[src/rtl/mem_addr_sequencer.sv]
// Registered RAM address sequencer: arbitrates fetch vs data access, holds each access for WAIT_STATES.
// Optional MEM_SEQ_ROUND_ROBIN_EN: simultaneous requests alternate instead of fixed data priority.
module mem_addr_sequencer #(
   parameter int ADDR_W      = 16,
   parameter int PC_W        = 8,
   parameter int WAIT_STATES = 1
) (
   input  logic              clk,
   input  logic              reset_n,
   input  logic              fetch_req,
   input  logic [PC_W-1:0]   fetch_pc,
   input  logic              data_req,
   input  logic [ADDR_W-1:0] data_addr,
   input  logic              data_we,
   output logic [ADDR_W-1:0] mem_addr,
   output logic              mem_en,
   output logic              mem_we,
   output logic              fetch_ack,
   output logic              data_ack,
   output logic              busy
);

   typedef enum logic {IDLE = 1'b0, ACCESS = 1'b1} state_e;

   localparam logic       GNT_FETCH = 1'b0;
   localparam logic       GNT_DATA  = 1'b1;
   localparam logic [3:0] WS_L      = 4'(WAIT_STATES);

   state_e              state_q, state_d;
   logic [3:0]          cnt_q, cnt_d;
   logic                grant_q, grant_d;
   logic                last_q, last_d;
   logic [ADDR_W-1:0]   addr_q, addr_d;
   logic                we_q, we_d;
   logic                any_req, pick_data, last_cycle;

   assign any_req    = fetch_req | data_req;
   assign last_cycle = (state_q == ACCESS) && (cnt_q == 4'd0);

`ifdef MEM_SEQ_ROUND_ROBIN_EN
   // On contention serve whichever port did not win last time.
   assign pick_data = data_req && (!fetch_req || (last_q == GNT_FETCH));
`else
   assign pick_data = data_req;
`endif

   always_ff @(posedge clk or negedge reset_n) begin
      if (!reset_n) state_q <= IDLE;
      else          state_q <= state_d;
   end

   always_comb begin
      state_d = state_q;
      case (state_q)
         IDLE:    if (any_req) state_d = ACCESS;
         ACCESS:  if (cnt_q == 4'd0) state_d = IDLE;
         default: state_d = IDLE;
      endcase
   end

   always_comb begin
      mem_en    = (state_q == ACCESS);
      busy      = (state_q == ACCESS);
      fetch_ack = last_cycle && (grant_q == GNT_FETCH);
      data_ack  = last_cycle && (grant_q == GNT_DATA);
      mem_addr  = addr_q;
      mem_we    = we_q;
   end

   // Address and direction are captured only at grant; inputs are ignored afterwards.
   always_comb begin
      cnt_d   = cnt_q;
      grant_d = grant_q;
      last_d  = last_q;
      addr_d  = addr_q;
      we_d    = we_q;
      if (state_q == IDLE) begin
         if (any_req) begin
            addr_d  = pick_data ? data_addr : ADDR_W'(fetch_pc);
            we_d    = pick_data & data_we;
            grant_d = pick_data ? GNT_DATA : GNT_FETCH;
            last_d  = pick_data ? GNT_DATA : GNT_FETCH;
            cnt_d   = WS_L;
         end
      end else if (cnt_q != 4'd0) begin
         cnt_d = cnt_q - 4'd1;
      end else begin
         we_d = 1'b0;
      end
   end

   always_ff @(posedge clk or negedge reset_n) begin
      if (!reset_n) begin
         cnt_q   <= 4'd0;
         grant_q <= GNT_FETCH;
         last_q  <= GNT_FETCH;
         addr_q  <= '0;
         we_q    <= 1'b0;
      end else begin
         cnt_q   <= cnt_d;
         grant_q <= grant_d;
         last_q  <= last_d;
         addr_q  <= addr_d;
         we_q    <= we_d;
      end
   end

endmodule

[config.mk]
export PLATFORM = sky130hd
export DESIGN_NAME = mem_addr_sequencer
export DESIGN_NICKNAME = d
export VERILOG_FILES = /design/src/rtl/mem_addr_sequencer.sv
export SDC_FILE = /design/constraint.sdc
export NUM_CORES = 1
export LEC_CHECK = 0
export ABC_CLOCK_PERIOD_IN_PS = 2100
export BUFFER_PORTS_ARGS = -buffer_cell sky130_fd_sc_hd__buf_4
export CAP_MARGIN = 25
export CORE_AREA = 2 2 52 54
export DETAILED_ROUTE_END_ITERATION = 16
export DIE_AREA = 0 0 54 56
export PLACE_DENSITY = 0.8
export REMOVE_ABC_BUFFERS = 1
export SLEW_MARGIN = 20
export SYNTH_ARGS = -nofsm -noshare
export SYNTH_HDL_FRONTEND = slang
export SYNTH_SLANG_ARGS = --single-unit
[constraint.sdc]
create_clock -name clk -period 2.1 [get_ports clk]
set_clock_uncertainty 0.1 [all_clocks]
set_input_delay 0.105 -clock clk [delete_from_list [all_inputs] [get_ports clk]]
set_output_delay 0.105 -clock clk [all_outputs]
set_load 0.03 [all_outputs]
* Yosys cells after proc, flatten, opt, wreduce, memory -nomap -nowiden
Cells that the tools add are included.
** Word-level totals
- ROM bits :: 0
- Output and inout bits :: 21
- Bits of input ports :: 29
- Bits in writable memories :: 0
- Bits in latches :: 0
- Memories kept :: 0
- Register bits after elaboration :: 23
** Cells by class
- Bitwise logic cells :: 4
- Reductions and logical operators :: 9
- $lt $le $gt $ge :: 0
- Multiplexer cells :: 11
- Shift-type cells :: 0
- Equal/unequal tests :: 2
- Divide/modulo/power cells :: 0
- Multiply operators :: 0
- Add/subtract/negate cells :: 1
** Operators by type and width (count)
- 2-to-1 mux 16 bit :: 1
- 2-to-1 mux 4 bit :: 3
- 2-to-1 mux 1 bit :: 6
- AND reduction 2 bit :: 3
- logical NOT 4 bit :: 1
- nonzero test 4 bit :: 1
- subtractor 4 x 1 -> 4 bit (second input constant) :: 1
- logical AND 1 bit :: 3
- != test 2 x 1 -> 1 bit (second input constant) :: 1
- != test 2 bit (second input constant) :: 1
- NOT 1 bit :: 2
- case mux 1 bit (2 select lines) :: 1
- nonzero test 2 bit :: 1
- bitwise AND 1 bit :: 1
- OR 1 bit :: 1

* Longest topological paths before layout
- Depth in word-level cells :: 3
- Mapped depth :: 5
- Mapped depth without buffers :: 5

* Worst setup path before layout
Ideal clock, no wire load.
- Kind :: register -> register
- From :: register cnt_q[0]
- To :: register cnt_q[0]
- Buffers on the path :: 0
- Cell stages (with the launch flop) :: 6
- Data required time :: 1875 ps
- Library setup time :: 125 ps
- Slack :: 526 ps
- Period minus slack after synthesis :: 1574 ps
- Arrival :: 1349 ps
- Cell sequence :: dfrtp_1 inv_1 ha_1 nor3b_2 nand2b_1 mux2_2
** Between the ends
- Longest elaborated chain between the ends :: 3
- Elaborated cells on any way between the ends :: 6
- Classes of those cells :: 1 x add/sub; 1 x eq/ne; 2 x mux; 2 x reduce/logical
** RTL lines
- start, declared :: RTL line 30 : logic [3:0] cnt_q, cnt_d;
- start signal, assigned :: RTL line 100 : cnt_q <= cnt_d;
- subtractor 4 x 1 -> 4 bit / nonzero test 4 bit (equally long branches) :: RTL line 86, 85
- 2-to-1 mux 4 bit / != test 2 x 1 -> 1 bit (equally long branches)
- 2-to-1 mux 4 bit / AND reduction 2 bit (equally long branches)
Several ways; a longest one is shown, not always the timed one. The select of a mux whose other input is x is not followed.
A chain may end at the register's enable or synchronous reset.

* Worst setup path in the final report
- From :: register cnt_q[0]
- To :: output port data_ack
** Between the ends
- Longest elaborated chain between the ends :: 3
** RTL lines
- logical NOT 4 bit :: RTL line 38 : assign last_cycle = (state_q == ACCESS) && (cnt_q == 4'd0);
- logical AND 1 bit :: RTL line 38
- logical AND 1 bit :: RTL line 65 : data_ack = last_cycle && (grant_q == GNT_DATA);
- end, declared :: RTL line 19 : output logic data_ack,
No other way between the ends.

==> flow_metrics.py <==
metrics = {
    "setup_path": {
        "ff2ff_setup_slack_ns": 0.36,
        "crit_path_max_fanout": 4,
        "crit_arrival_ns": 1.59,
        "timing.rr.start": "cnt_q[0]",
        "critPathLaunchType": "flip-flop",
        "endpoint_kind": "output pin",
        "timing.rr.end": "cnt_q[0]",
        "r2r_cells": 5,
        "timing_worst_setup_path_type": "reg -> out",
        "worstPathRequired_ns": 1.89,
    },
    "sta": {
        "rsz0062_at_grt": "false",
        "finalSetupViolations": 0,
        "post-route-period-util_pct": 85.5,
        "hold_viol_final": 0,
        "fmax_mhz": 557,
        "fin_crit_ns": 1.79,
        "final_max_slew_viol_count": 0,
        "relSlewSlack_pct": 59.5,
        "worst_pin_slew_ns": 0.606,
        "fin_tns_setup_ns": 0,
    },
    "detailed_routing": {
        "ant_nets": 0,
        "via_per_inst": 5.03,
        "route.met3.wl_um": 140,
        "highest_layer": "met4",
        "drt_iter0_markers": 7,
        "drt-total-wl_um": 2640,
        "wl_met1_um": 1070,
        "vias": 966,
        "wl_per_cell_um": 13.8,
        "drc": 0,
        "met2WireLength_um": 1340,
        "firstDrtPassIters": 4,
    },
    "placement": {
        "gp_congestion": 0.684,
        "place_hpwl_um": 1690,
        "portBuffers": 49,
    },
    "clock_network": {
        "clock_sinks": 23,
        "clock-root-buffer": "clkbuf_4",
        "clock_latency_ns": 0.30,
        "htree_levels": 1,
        "clkSlewWorstSetupHoldPaths_ns": 0.13,
        "cts_setup_buffers": 0,
        "cts_resized": 0,
        "tritoncts": "built",
        "ctsHoldBuffers": 22,
        "cts_inserted_buffers": 3,
        "cts.path.max_buffers": 2,
    },
    "global_routing": {
        "grt.total_usage_pct": 18.7,
        "grt_max_degree": 28,
        "grt-ovfl-total": 0,
        "grt_pass1_vias": 954,
        "antenna_found_initial": 0,
        "grt_pass1_wl_um": 4170,
    },
    "floorplan": {
        "initial_utilization_pct": 43.9,
        "die_h_um": 56,
        "ios": 50,
        "rows": 18,
        "core_area_um2": 2430,
        "dieArea_um2": 3020,
        "die_w_um": 54,
    },
    "logic_synthesis": {
        "yosysWarnings": 0,
        "ys_seq_elements": 23,
        "synth_area_um2": 1070,
        "yosys.area.top_type_share_pct": 53.9,
        "seq_area_frac_synth_pct": 53.9,
        "synth_top_area_cell": "dfrtp_1",
        "avgSynthCellArea_um2": 11.5,
        "synth.distinct_cells": 24,
        "synth_cells": 93,
        "synth_area_leaders": "dfrtp_1, mux2i_1, a22o_1, o21ai_0, nand2_1",
    },
    "run_status": {
        "status": "finished clean",
    },
    "finish": {
        "fin_util_pct": 69.5,
        "area_growth_syn_to_layout_pct": 58.3,
        "mostFrequentLayoutCells": "buf_4, dfrtp_1, dlygate4sd3_1",
        "final_common_cell": "buf_4",
        "finalNetCount": 194,
        "drive_above_1_share_pct": 35.8,
        "diodes": 0,
    },
    "worst_hold_path": {
        "whs_endpoint": "mem_addr[1]",
        "whs_path_depth": 3,
        "hold_path_class": "in -> reg",
        "min-delay-start": "fetch_pc[1]",
    },
    "flow_run": {
        "maxCapViolations": 0,
    },
    "power": {
        "vdd_ir_drop_max_uv": 832,
        "p_total_mw": 2.25,
        "p_per_area_nw_per_um2": 1330,
        "leakage_nw": 0.842,
    },
}
[Yosys cell counts (all sizes together)]
cell type and instances:
o21ai 10, buf 7, or3 1, ha 2, nor3 1, a22o 8, a311o 1, mux2 1
nand2 12, nand2b 3, dfrtp 23, mux2i 9, o22ai 1, nor2 2, a21o 1, o21bai 1
nor4b 2, a22oi 1, nor2b 2, and3 1, inv 3, nor3b 1
[power breakdown]
| part | leakage [nW] | switching, mW | total [mW] | internal (mW) |
|---|---|---|---|---|
| Combinational | 0.542 | 0.713 | 1.24 | 0.532 |
| Sequential | 0.286 | 0.154 | 0.803 | 0.650 |
| Clock | 0.0139 | 0.128 | 0.200 | 0.0725 |
[flip-flops by register name, summed over array words and instances, names as in the netlist]
name / count
busy: 1
cnt_q: 4
grant_q: 1
mem_addr: 16
mem_we: 1
[worst max-delay path by stage]
stage	startpoint	end
5_1_grt	cnt_q[0]	fetch_ack
2_1_floorplan	busy	cnt_q[0]
6_report	cnt_q[0]	data_ack
3_5_place_dp	cnt_q[0]	cnt_q[0]
3_3_place_gp	cnt_q[0]	cnt_q[0]
4_1_cts	cnt_q[0]	fetch_ack
[metal layers]
| layer | vias to the layer above | track usage [%] |
|---|---|---|
| met2 | 39 | 31.0 |
| met1 | 454 | 22.7 |
| li1 | 463 | - |
| met4 | 0 | 10.4 |
| met3 | 10 | 2.15 |
| met5 | - | 0 |
[cell type report]
cell class              count  area [um2]
repair buffers             72         598
multi-input cells          60         439
inverters                   3        11.3
clock inverters             1        7.51
flip-flops and latches     23         576
clock buffers               3        22.5
well taps                  30        37.5
fillers                   175         741
[cell families after synthesis]
| family | synth area share [%] |
|---|---|
| buffers and inverters | 5.03 |
| flip-flops | 53.9 |
| multiplexers | 9.49 |
| AND/OR/NAND/NOR | 13.3 |
| AO/OA/AOI/OAI | 15.9 |
| adder cells (fa/ha/maj) | 2.34 |
[stage by stage]
stage	setup slack, ns	area, um2	hold slack (ns)	std cells
CTS	0.285	1680	0.00289	191
global placement	0.470	1430	-0.0900	165
floorplan	0.364	1030	-0.291	86
detailed placement	0.398	1430	-0.0892	165
global route	0.134	1690	0.00489	192
finish	0.305	1690	0.00794	192
[worst max-delay path: stages (launching register included)]
cell     delay [ns]
dfrtp_1        0.40
inv_1          0.11
ha_1           0.20
nor3b_2        0.21
and3_1         0.20
buf_4          0.17
Power figures use the tool's default switching activity.
